===== src/rtl/adc_capture_sequencer.sv =====
// -----------------------------------------------------------------------------
// adc_capture_sequencer
//
// Capture controller for the ADC front end.
// - Arms on command and synchronises the external SynchrM trigger.
// - On a trigger edge while armed, de-interleaves the one-sample-per-clock ADC
//   stream round-robin across LANES RAM banks, each DEPTH words deep.
// - When the buffer is full, replays it in capture order over a valid/ready
//   stream.
//
// Ports
//   ClockFromADC  in   sole clock, rising edge
//   Reset         in   synchronous, active-high
//   SynchrM       in   asynchronous trigger, rising edge starts capture
//   Arm           in   one-clock pulse: IDLE -> ARMED, clears Overrun
//   Continuous    in   1 = re-arm after readout, 0 = back to IDLE
//   Data          in   ADC sample, valid every clock
//   WriteEnable   out  one-hot bank write strobe
//   AddrWrite     out  write address shared by all banks
//   WriteData     out  converted sample
//   ReadEnable    out  one-hot bank read strobe
//   AddrRead      out  read address
//   RamData       in   bank read data, bank k at [k*DATA_W +: DATA_W]
//   DataOut       out  replayed sample
//   DataValid     out  DataOut is valid
//   DataReady     in   consumer accepts DataOut
//   BuffOn        out  one-clock pulse when capture completes
//   ReadyBuff     out  high from capture complete until last sample accepted
//   Busy          out  capture or readout in progress
//   Overrun       out  sticky: trigger edge seen while capturing/reading out
// -----------------------------------------------------------------------------
module adc_capture_sequencer #(
    parameter int DATA_W    = 14,
    parameter int LANES     = 2,
    parameter int DEPTH     = 2176,
    parameter int ADDR_W    = 12,
    parameter int RAM_LAT   = 1,
    parameter int TWOS_COMP = 1
) (
    input  logic                    ClockFromADC,
    input  logic                    Reset,
    input  logic                    SynchrM,
    input  logic                    Arm,
    input  logic                    Continuous,
    input  logic [DATA_W-1:0]       Data,
    output logic [LANES-1:0]        WriteEnable,
    output logic [ADDR_W-1:0]       AddrWrite,
    output logic [DATA_W-1:0]       WriteData,
    output logic [LANES-1:0]        ReadEnable,
    output logic [ADDR_W-1:0]       AddrRead,
    input  logic [LANES*DATA_W-1:0] RamData,
    output logic [DATA_W-1:0]       DataOut,
    output logic                    DataValid,
    input  logic                    DataReady,
    output logic                    BuffOn,
    output logic                    ReadyBuff,
    output logic                    Busy,
    output logic                    Overrun
);

    localparam int TOTAL  = LANES * DEPTH;
    localparam int CNT_W  = $clog2(TOTAL + 1);
    localparam int LANE_W = (LANES > 1) ? $clog2(LANES) : 1;
    localparam int WAIT_W = (RAM_LAT > 1) ? $clog2(RAM_LAT) : 1;

    localparam logic [LANE_W-1:0] LAST_LANE  = LANE_W'(LANES - 1);
    localparam logic [CNT_W-1:0]  TOTAL_CNT  = CNT_W'(TOTAL);
    localparam logic [CNT_W-1:0]  LAST_CNT   = CNT_W'(TOTAL - 1);
    localparam logic [WAIT_W-1:0] WAIT_START = WAIT_W'(RAM_LAT - 1);

    // Readout is split into ISSUE / WAIT / PRESENT sub-steps per sample.
    typedef enum logic [2:0] {
        ST_IDLE       = 3'd0,
        ST_ARMED      = 3'd1,
        ST_CAPTURE    = 3'd2,
        ST_RD_ISSUE   = 3'd3,
        ST_RD_WAIT    = 3'd4,
        ST_RD_PRESENT = 3'd5
    } state_t;

    state_t              state_r;

    logic                sync1_r;
    logic                sync2_r;
    logic                sync3_r;
    logic                trig_s;

    logic [LANE_W-1:0]   wrLane_r;
    logic [ADDR_W-1:0]   wrRow_r;
    logic [CNT_W-1:0]    wrCount_r;
    logic [LANE_W-1:0]   nextWrLane_s;
    logic [ADDR_W-1:0]   nextWrRow_s;

    logic [LANE_W-1:0]   rdLane_r;
    logic [ADDR_W-1:0]   rdRow_r;
    logic [CNT_W-1:0]    rdCount_r;
    logic [LANE_W-1:0]   nextRdLane_s;
    logic [ADDR_W-1:0]   nextRdRow_s;
    logic [WAIT_W-1:0]   waitCnt_r;

    logic                inReadout_s;
    logic                captureSample_s;
    logic                captureDone_s;
    logic [DATA_W-1:0]   ramSlice_s;

    // One-hot bank strobe for a lane index.
    function automatic logic [LANES-1:0] laneOneHot(input logic [LANE_W-1:0] lane);
        logic [LANES-1:0] oh;
        oh    = '0;
        oh[0] = 1'b1;
        return oh << lane;
    endfunction

    // Offset-binary to two's complement is a flip of the sign bit.
    function automatic logic [DATA_W-1:0] convertSample(input logic [DATA_W-1:0] raw);
        logic [DATA_W-1:0] res;
        res = raw;
        if (TWOS_COMP != 0) begin
            res[DATA_W-1] = ~raw[DATA_W-1];
        end else begin
            res = raw;
        end
        return res;
    endfunction

    // Trigger synchroniser plus history flop for rising-edge detection.
    always_ff @(posedge ClockFromADC) begin
        if (Reset) begin
            sync1_r <= 1'b0;
            sync2_r <= 1'b0;
            sync3_r <= 1'b0;
        end else begin
            sync1_r <= SynchrM;
            sync2_r <= sync1_r;
            sync3_r <= sync2_r;
        end
    end

    assign trig_s = sync2_r & ~sync3_r;

    // Decode of the current state into the qualifiers used below.
    always_comb begin
        inReadout_s     = 1'b0;
        captureSample_s = 1'b0;
        captureDone_s   = 1'b0;
        case (state_r)
            ST_ARMED: begin
                captureSample_s = trig_s;
            end
            ST_CAPTURE: begin
                captureDone_s   = (wrCount_r == TOTAL_CNT);
                captureSample_s = (wrCount_r != TOTAL_CNT);
            end
            ST_RD_ISSUE, ST_RD_WAIT, ST_RD_PRESENT: begin
                inReadout_s = 1'b1;
            end
            default: begin
                inReadout_s     = 1'b0;
                captureSample_s = 1'b0;
                captureDone_s   = 1'b0;
            end
        endcase
    end

    // Lane-fastest increment of the write position.
    always_comb begin
        nextWrLane_s = wrLane_r;
        nextWrRow_s  = wrRow_r;
        if (wrLane_r == LAST_LANE) begin
            nextWrLane_s = '0;
            nextWrRow_s  = wrRow_r + ADDR_W'(1);
        end else begin
            nextWrLane_s = wrLane_r + LANE_W'(1);
            nextWrRow_s  = wrRow_r;
        end
    end

    // Lane-fastest increment of the read position (same order as capture).
    always_comb begin
        nextRdLane_s = rdLane_r;
        nextRdRow_s  = rdRow_r;
        if (rdLane_r == LAST_LANE) begin
            nextRdLane_s = '0;
            nextRdRow_s  = rdRow_r + ADDR_W'(1);
        end else begin
            nextRdLane_s = rdLane_r + LANE_W'(1);
            nextRdRow_s  = rdRow_r;
        end
    end

    // Read data of the bank currently being replayed.
    always_comb begin
        ramSlice_s = RamData[rdLane_r*DATA_W +: DATA_W];
    end

    // Write datapath: one sample per clock while capturing.
    always_ff @(posedge ClockFromADC) begin
        if (Reset) begin
            WriteEnable <= '0;
            AddrWrite   <= '0;
            WriteData   <= '0;
            wrLane_r    <= '0;
            wrRow_r     <= '0;
            wrCount_r   <= '0;
        end else if (captureSample_s) begin
            WriteEnable <= laneOneHot(wrLane_r);
            AddrWrite   <= wrRow_r;
            WriteData   <= convertSample(Data);
            wrLane_r    <= nextWrLane_s;
            wrRow_r     <= nextWrRow_s;
            wrCount_r   <= wrCount_r + CNT_W'(1);
        end else begin
            WriteEnable <= '0;
            // Counters rewind once capture is over so the next trigger
            // starts again at lane 0, row 0.
            if (state_r != ST_CAPTURE) begin
                wrLane_r  <= '0;
                wrRow_r   <= '0;
                wrCount_r <= '0;
            end
        end
    end

    // Control FSM, readout datapath and status flags.
    always_ff @(posedge ClockFromADC) begin
        if (Reset) begin
            state_r    <= ST_IDLE;
            ReadEnable <= '0;
            AddrRead   <= '0;
            DataOut    <= '0;
            DataValid  <= 1'b0;
            BuffOn     <= 1'b0;
            ReadyBuff  <= 1'b0;
            Busy       <= 1'b0;
            Overrun    <= 1'b0;
            rdLane_r   <= '0;
            rdRow_r    <= '0;
            rdCount_r  <= '0;
            waitCnt_r  <= '0;
        end else begin
            BuffOn <= 1'b0;

            // A trigger while busy is flagged but otherwise ignored; it
            // takes precedence over a simultaneous clearing Arm.
            if (trig_s && ((state_r == ST_CAPTURE) || inReadout_s)) begin
                Overrun <= 1'b1;
            end else if (Arm) begin
                Overrun <= 1'b0;
            end

            case (state_r)
                ST_IDLE: begin
                    if (Arm) begin
                        state_r <= ST_ARMED;
                    end
                end
                ST_ARMED: begin
                    // Sample 0 is written by the datapath on this same edge.
                    if (trig_s) begin
                        state_r <= ST_CAPTURE;
                        Busy    <= 1'b1;
                    end
                end
                ST_CAPTURE: begin
                    if (captureDone_s) begin
                        state_r    <= ST_RD_ISSUE;
                        BuffOn     <= 1'b1;
                        ReadyBuff  <= 1'b1;
                        ReadEnable <= laneOneHot('0);
                        AddrRead   <= '0;
                        rdLane_r   <= '0;
                        rdRow_r    <= '0;
                        rdCount_r  <= '0;
                    end
                end
                ST_RD_ISSUE: begin
                    ReadEnable <= '0;
                    waitCnt_r  <= WAIT_START;
                    state_r    <= ST_RD_WAIT;
                end
                ST_RD_WAIT: begin
                    if (waitCnt_r == '0) begin
                        DataOut   <= ramSlice_s;
                        DataValid <= 1'b1;
                        state_r   <= ST_RD_PRESENT;
                    end else begin
                        waitCnt_r <= waitCnt_r - WAIT_W'(1);
                    end
                end
                ST_RD_PRESENT: begin
                    if (DataReady) begin
                        DataValid <= 1'b0;
                        if (rdCount_r == LAST_CNT) begin
                            ReadyBuff <= 1'b0;
                            Busy      <= 1'b0;
                            state_r   <= Continuous ? ST_ARMED : ST_IDLE;
                        end else begin
                            // Accept edge doubles as the next ISSUE edge.
                            ReadEnable <= laneOneHot(nextRdLane_s);
                            AddrRead   <= nextRdRow_s;
                            rdLane_r   <= nextRdLane_s;
                            rdRow_r    <= nextRdRow_s;
                            rdCount_r  <= rdCount_r + CNT_W'(1);
                            state_r    <= ST_RD_ISSUE;
                        end
                    end
                end
                default: begin
                    state_r    <= ST_IDLE;
                    ReadEnable <= '0;
                    DataValid  <= 1'b0;
                    ReadyBuff  <= 1'b0;
                    Busy       <= 1'b0;
                end
            endcase
        end
    end

endmodule


===== config.mk =====
export PLATFORM = sky130hd
export DESIGN_NAME = adc_capture_sequencer
export DESIGN_NICKNAME = d
export VERILOG_FILES = /design/src/rtl/adc_capture_sequencer.sv
export SDC_FILE = /design/constraint.sdc
export NUM_CORES = 1
export LEC_CHECK = 0
export ABC_AREA = 1
export BUFFER_PORTS_ARGS = -buffer_cell sky130_fd_sc_hd__buf_2
export CAP_MARGIN = 20
export CORE_MARGIN = 2
export CORE_UTILIZATION = 35
export DETAILED_ROUTE_END_ITERATION = 10
export PLACE_DENSITY = 0.6
export SYNTH_ARGS = -nofsm -noshare
export SYNTH_HDL_FRONTEND = slang
export SYNTH_SLANG_ARGS = --single-unit

===== constraint.sdc =====
create_clock -name ClockFromADC -period 2.23 [get_ports ClockFromADC]
set_input_delay 0.5575 -clock ClockFromADC [delete_from_list [all_inputs] [get_ports ClockFromADC]]
set_output_delay 0.5575 -clock ClockFromADC [all_outputs]
set_load 0.01 [all_outputs]

==> flow_metrics.env, run 1 <==
export IMPL_cpLargestDelayFamily="simple AND/OR/NAND/NOR gates"
export IMPL_drive_above_1_share_pct=18.37
export IMPL_r2r_start="rdCount_r[0]"
export IMPL_crit_chain="ha_2 -> nand3_2 -> nor2_2 -> nand3_2 -> nand2_2 -> nor2_4 -> buf_4 -> o21ai_0 -> nor2_1"
export IMPL_maxCapViolations=0
export IMPL_gr_total_overflow=0
export IMPL_p_leak_nw=2.638
export IMPL_ios=109
export IMPL_clock_path_buffers=2
export IMPL_syn_inst=765
export IMPL_r2r_end="rdCount_r[1]"
export IMPL_drt_first_pass_iters=5
export IMPL_design_area_sq_mm=0.006247
export IMPL_fin_crit_ns=1.968
export IMPL_hold_depth=2
export IMPL_wl_mm=13.19
export IMPL_grt_pass1_wl_mm=22.18
export IMPL_synth_edf_count=0
export IMPL_ys_types=42
export IMPL_clock_sinks=107
export IMPL_drt_iter0_drc=285
export IMPL_setup_ws_ns=0.2622
export IMPL_cts_tree="built"
export IMPL_endpoint_kind="flip-flop"
export IMPL_ir_worst_vdd_uv=777.6
export IMPL_fmax_mhz=508.2
export IMPL_skew_ns=0.01330
export IMPL_hold_ws_ns=0.3687
export IMPL_finalNetCount=919
export IMPL_finalMaxSlewViolations=0
export IMPL_antenna_found_initial=0
export IMPL_fin_crit_sh_pct=88.24
export IMPL_status="completed"
export IMPL_setup_violations=0
export IMPL_synth_ff_type="dfxtp_1"
export IMPL_numCtsBuffers=9
export IMPL_cpMaxStageDelayCell="dfxtp_1"
export IMPL_row_count=44
export IMPL_reg2reg_slack_ns=0.26
export IMPL_hold_viol=0
export IMPL_cts_max_level=3
export IMPL_gp_congestion=0.8781
export IMPL_syn2layout_area_growth_pct=19.76
export IMPL_die_w_um=126.1
export IMPL_r2r_cells=9
export IMPL_ys_seq_area_share_pct=41.07
export IMPL_clk_latency_ns=0.36
export IMPL_ys_seq_elements=107
export IMPL_timing_critical_path_mode_cell="nand3_2"
export IMPL_dp_slack_ns=0.2441
export IMPL_worstMarginPinSlew_ns=0.5161
export IMPL_postCtsSetupBuffers=0
export IMPL_max_stage_delay_ns=0.42
export IMPL_grtUsageTotal_pct=16.71
export IMPL_crit_type="flip-flop to flip-flop"
export IMPL_arrival_ns=2.22
export IMPL_drt_vias_per_instance=4.864
export IMPL_netlist_area_sq_mm=0.005216
export IMPL_cts_clk_slew_worst_paths_ns=0.08
export IMPL_antenna_cells=0
export IMPL_port_buffers=108
export IMPL_p_per_area_mw_per_mm2=932.7
export IMPL_dp_cells=1039
export IMPL_initial_core_util_pct=35.89
export IMPL_hp_class="input port to flip-flop"
export IMPL_min_from="Data[13]"
export IMPL_critPathRequiredTime_ns=2.48
export IMPL_vias=5131
export IMPL_die_h_um=126.1
export IMPL_fillerInstances=1544
export IMPL_cp_startpoint="rdCount_r[0]"
export IMPL_crit_buf_inv=1
export IMPL_cts_resized=0
export IMPL_hpwl_mm=9.209
export IMPL_rsz0062_at_grt="false"
export IMPL_syn_avg_cell_area_sq_um=6.819
export IMPL_fin_cells=1055
export IMPL_ctsHoldBuffers=0
export IMPL_hold_end="WriteData[13]"
export IMPL_grt_pass1_vias=4698
export IMPL_ant_nets=0
export IMPL_max_slew_margin_pct=65.23
export IMPL_crit_fanout=14
export IMPL_synth_nets=818
export IMPL_core_sq_mm=0.01453
export IMPL_drt_wirelength_per_cell_um=12.50
export IMPL_place_area_sq_mm=0.005961
export IMPL_setup_tns_ns=0
export IMPL_grt_max_degree=61
export IMPL_ys_async_sr_fraction_pct=0
export IMPL_fp_dieArea_sq_mm=0.01590
export IMPL_synth_warnings=0
export IMPL_remaining_drc_errors=0
export IMPL_start_kind="flip-flop"
export IMPL_clock_root_buffer="clkbuf_16"
==> metal layers <==
layer  track usage [%]  share of wire (%)
met5                 0                  0
met4             5.495                1.7
met3             4.163                5.9
met2             27.23                 45
met1             21.72                 47
==> report_power, final <==
part	switching, mW	internal, mW
clock network	0.780	0.777
registers	0.207	2.23
logic	1.19	0.642
==> cell usage in the layout, fill, tap and decap left out, drive strengths merged, types with 4 or more instances in the layout <==
master and n:
clkbuf 9, a21oi 54, o21ai 60, nand3 43
inv 75, o211ai 10, xnor2 4, o21bai 4
clkinv 4, dfxtp 107, nor2 126, nor3 14
nand4 15, ha 5, a31oi 14, buf 120
nand2 188, xor2 8
==> kinds of logic after synthesis <==
group,share of synthesized area (%)
and+or+nand+nor,32.14
AOI/OAI and AO/OA,15.50
DFF,41.06
buffers and inverters,8.083
xor gates and xnor gates,2.015
adders and majority gates,1.199
==> flip-flops by register name, indices dropped and copies added (netlist names) <==
name         flops
rdRow_r         12
WriteEnable      2
DataOut         14
state_r          3
Busy             1
WriteData       14
ReadEnable       2
rdLane_r         1
sync1_r          1
ReadyBuff        1
wrRow_r         12
sync2_r          1
wrCount_r       13
wrLane_r         1
rdCount_r       13
sync3_r          1
DataValid        1
AddrWrite       12
Overrun          1
BuffOn           1
==> area by class of cell <==
class                      count  area (sq um)  area share (%)
multi-input combinational    554          2655           42.50
clock inverter                 7         58.81          0.9413
timing repair buffer         120         655.6           10.49
clock buffer                   9         225.2           3.605
inverter                      74         280.3           4.486
sequential                   107          2142           34.29
tap                          184         230.2           3.685
==> cells in the mapped netlist (all sizes together) (5+ instances only) <==
master | number | share of area [%]
dfxtp | 107 | 41
clkbuf | 21 | 1.5
buf | 9 | 1.2
nand4 | 15 | 2.1
inv | 71 | 5.2
nand2 | 188 | 14
ha | 5 | 1.2
nor3 | 14 | 1.6
nand3 | 43 | 4.3
a31oi | 14 | 1.7
nor2 | 126 | 9.5
o21ai | 60 | 6.0
a21oi | 54 | 5.4
o211ai | 10 | 1.4
xor2 | 8 | 1.3
==> metrics by stage <==
step / power, mW / utilization [%]
2_1_floorplan: 3.670 / -
3_3_place_gp: 4.321 / 41.01
3_5_place_dp: 4.319 / 41.01
4_1_cts: 5.885 / 42.97
5_1_grt: 6.217 / 42.98
6_report: 5.827 / 42.98
==> how the worst max path moves through the flow <==
stage / slack [ns] / to / cells past startpoint
2_1_floorplan: 0.51 / rdCount_r[8] / 10
3_3_place_gp: 0.23 / rdRow_r[10] / 8
3_5_place_dp: 0.24 / rdCount_r[1] / 9
4_1_cts: 0.23 / rdCount_r[1] / 9
5_1_grt: 0.01 / rdCount_r[1] / 9
6_report: 0.26 / rdCount_r[1] / 9
Note: power is estimated with default switching activity, not from simulation.
==> run 2, diff against run 1 <==
- BUFFER_PORTS_ARGS: -buffer_cell sky130_fd_sc_hd__buf_2 -> -buffer_cell sky130_fd_sc_hd__clkbuf_2
- CTS_BUF_LIST: unset -> sky130_fd_sc_hd__clkbuf_2 sky130_fd_sc_hd__clkbuf_4 sky130_fd_sc_hd__clkbuf_8
==> flow_metrics.env, run 2 (synthesis gave the netlist of run 1 again) <==
export IMPL_skew_ns=0.01274
export IMPL_antenna_found_initial=0
export IMPL_fin_cells=1056
export IMPL_remaining_drc_errors=0
export IMPL_fin_crit_ns=1.995
export IMPL_grtUsageTotal_pct=16.86
export IMPL_wl_met2_mm=5.778
export IMPL_hold_viol=0
export IMPL_reg_top3="DataOut: 14 flops, WriteData: 14 flops"
export IMPL_dp_cells=1040
export IMPL_fillerInstances=1573
export IMPL_crit_chain="inv_1 -> ha_1 -> nand2_1 -> nor2_1 -> nand3_1 -> nand2_4 -> nand2_1 -> nor2_4 -> inv_4 -> nand2_1 -> a21oi_1"
export IMPL_cts_clk_slew_worst_paths_ns=0.11
export IMPL_die_w_um=126.1
export IMPL_hold_ws_ns=0.3240
export IMPL_status="completed"
export IMPL_final_cell_mix="nand2_1 (183), nor2_1 (121), clkbuf_2 (108), dfxtp_1 (107), inv_1 (67)"
export IMPL_finalMaxSlewViolations=0
export IMPL_crit_fanout=15
export IMPL_timing_critical_path_mode_cell="nand2_1"
export IMPL_cpMaxStageDelayCell="dfxtp_1"
export IMPL_grt_pass1_vias=4652
export IMPL_port_buffers=108
export IMPL_reg2reg_slack_ns=0.24
export IMPL_clock_sinks=107
export IMPL_numCtsBuffers=9
export IMPL_layout_cells_most_common="nand2_1"
export IMPL_rsz0062_at_grt="false"
export IMPL_p_leak_nw=2.590
export IMPL_worstMarginPinSlew_ns=0.5182
export IMPL_vias=5078
export IMPL_wl_met1_mm=6.228
export IMPL_fin_crit_sh_pct=89.44
export IMPL_drt_first_pass_iters=4
export IMPL_wl_mm=13.12
export IMPL_setup_tns_ns=0
export IMPL_start_kind="flip-flop"
export IMPL_ant_nets=0
export IMPL_arrival_ns=2.26
export IMPL_p_per_area_mw_per_mm2=912.1
export IMPL_endpoint_kind="flip-flop"
export IMPL_ctsHoldBuffers=0
export IMPL_fp_dieArea_sq_mm=0.01590
export IMPL_grt_max_degree=61
export IMPL_initial_core_util_pct=35.89
export IMPL_ios=109
export IMPL_max_slew_margin_pct=65.09
export IMPL_max_stage_delay_ns=0.35
export IMPL_maxCapViolations=0
export IMPL_die_h_um=126.1
export IMPL_core_sq_mm=0.01453
export IMPL_routed_top_layer="met4"
export IMPL_clock_root_buffer="clkbuf_8"
export IMPL_clk_latency_ns=0.39
export IMPL_critPathRequiredTime_ns=2.49
export IMPL_clock_path_buffers=2
export IMPL_final_util_pct=42.70
export IMPL_ir_worst_vdd_uv=453.8
export IMPL_crit_buf_inv=2
export IMPL_hp_class="input port to flip-flop"
export IMPL_finalNetCount=920
export IMPL_hpwl_mm=9.235
export IMPL_cpLargestDelayFamily="simple AND/OR/NAND/NOR gates"
export IMPL_drt_wirelength_per_cell_um=12.43
export IMPL_syn2layout_area_growth_pct=18.97
export IMPL_setup_violations=0
export IMPL_fmax_mhz=501.4
export IMPL_gr_total_overflow=0
export IMPL_grt_pass1_wl_mm=22.18
export IMPL_wl_met3_um=883
export IMPL_cts_max_level=3
export IMPL_crit_type="flip-flop to flip-flop"
export IMPL_drt_vias_per_instance=4.809
export IMPL_antenna_cells=0
export IMPL_row_count=44
export IMPL_gp_congestion=0.8463
export IMPL_drive_above_1_share_pct=18.58
export IMPL_cts_tree="built"
export IMPL_drt_iter0_drc=311
[run 2: cell count changes in the layout (fill, tap and decap cells not counted), sizes merged]
cell	change
buf	-107
bufinv	+2
clkbuf	+108
clkinv	+1
clkinvlp	-2
inv	-1
[run 2: layer usage]
metal / vias to the layer above / track usage (%)
li1: 2694 / -
met1: 2234 / 21.72
met2: 134 / 27.64
met3: 16 / 3.908
met4: 0 / 6.141
met5: - / 0
[run 2: layout make-up]
type | instances | area [sq um] | share of cell area, %
sequential | 107 | 2142 | 34.52
timing repair buffer | 121 | 663.1 | 10.69
inverter | 74 | 282.8 | 4.556
clock inverter | 7 | 106.4 | 1.714
tap | 184 | 230.2 | 3.710
multi-input combinational | 554 | 2658 | 42.82
clock buffer | 9 | 123.9 | 1.996
[run 2: what timing repair did]
item | CTS | global route
resized for setup | 1 | 2
endpoints found under the setup margin | 10 | 12
buffers inserted | 0 | 0
[run 2: final timing paths]
path	startpoint	end	cells after the start
worst max-delay path	wrCount_r[1]	rdCount_r[5]	11
worst min-delay path	Data[13]	WriteData[13]	2
worst max register to register	wrCount_r[1]	rdCount_r[5]	11
worst min register to register	sync1_r	sync2_r	2
[run 2: through the flow]
stage,area [sq um],total power [mW],setup slack [ns]
2_1_floorplan,5216,3.670,0.5073
4_1_cts,6201,5.723,0.1391
5_1_grt,6206,6.057,0.02020
3_3_place_gp,5968,4.319,0.01633
3_5_place_dp,5968,4.312,-0.01921
6_report,6206,5.661,0.2354
[run 2: report_power, final]
group | switching (mW) | internal (mW) | leakage (nW)
clock | 0.745 | 0.653 | 0.116
combinational | 1.20 | 0.634 | 1.61
sequential | 0.204 | 2.23 | 0.866
total | 2.15 | 3.51 | 2.59
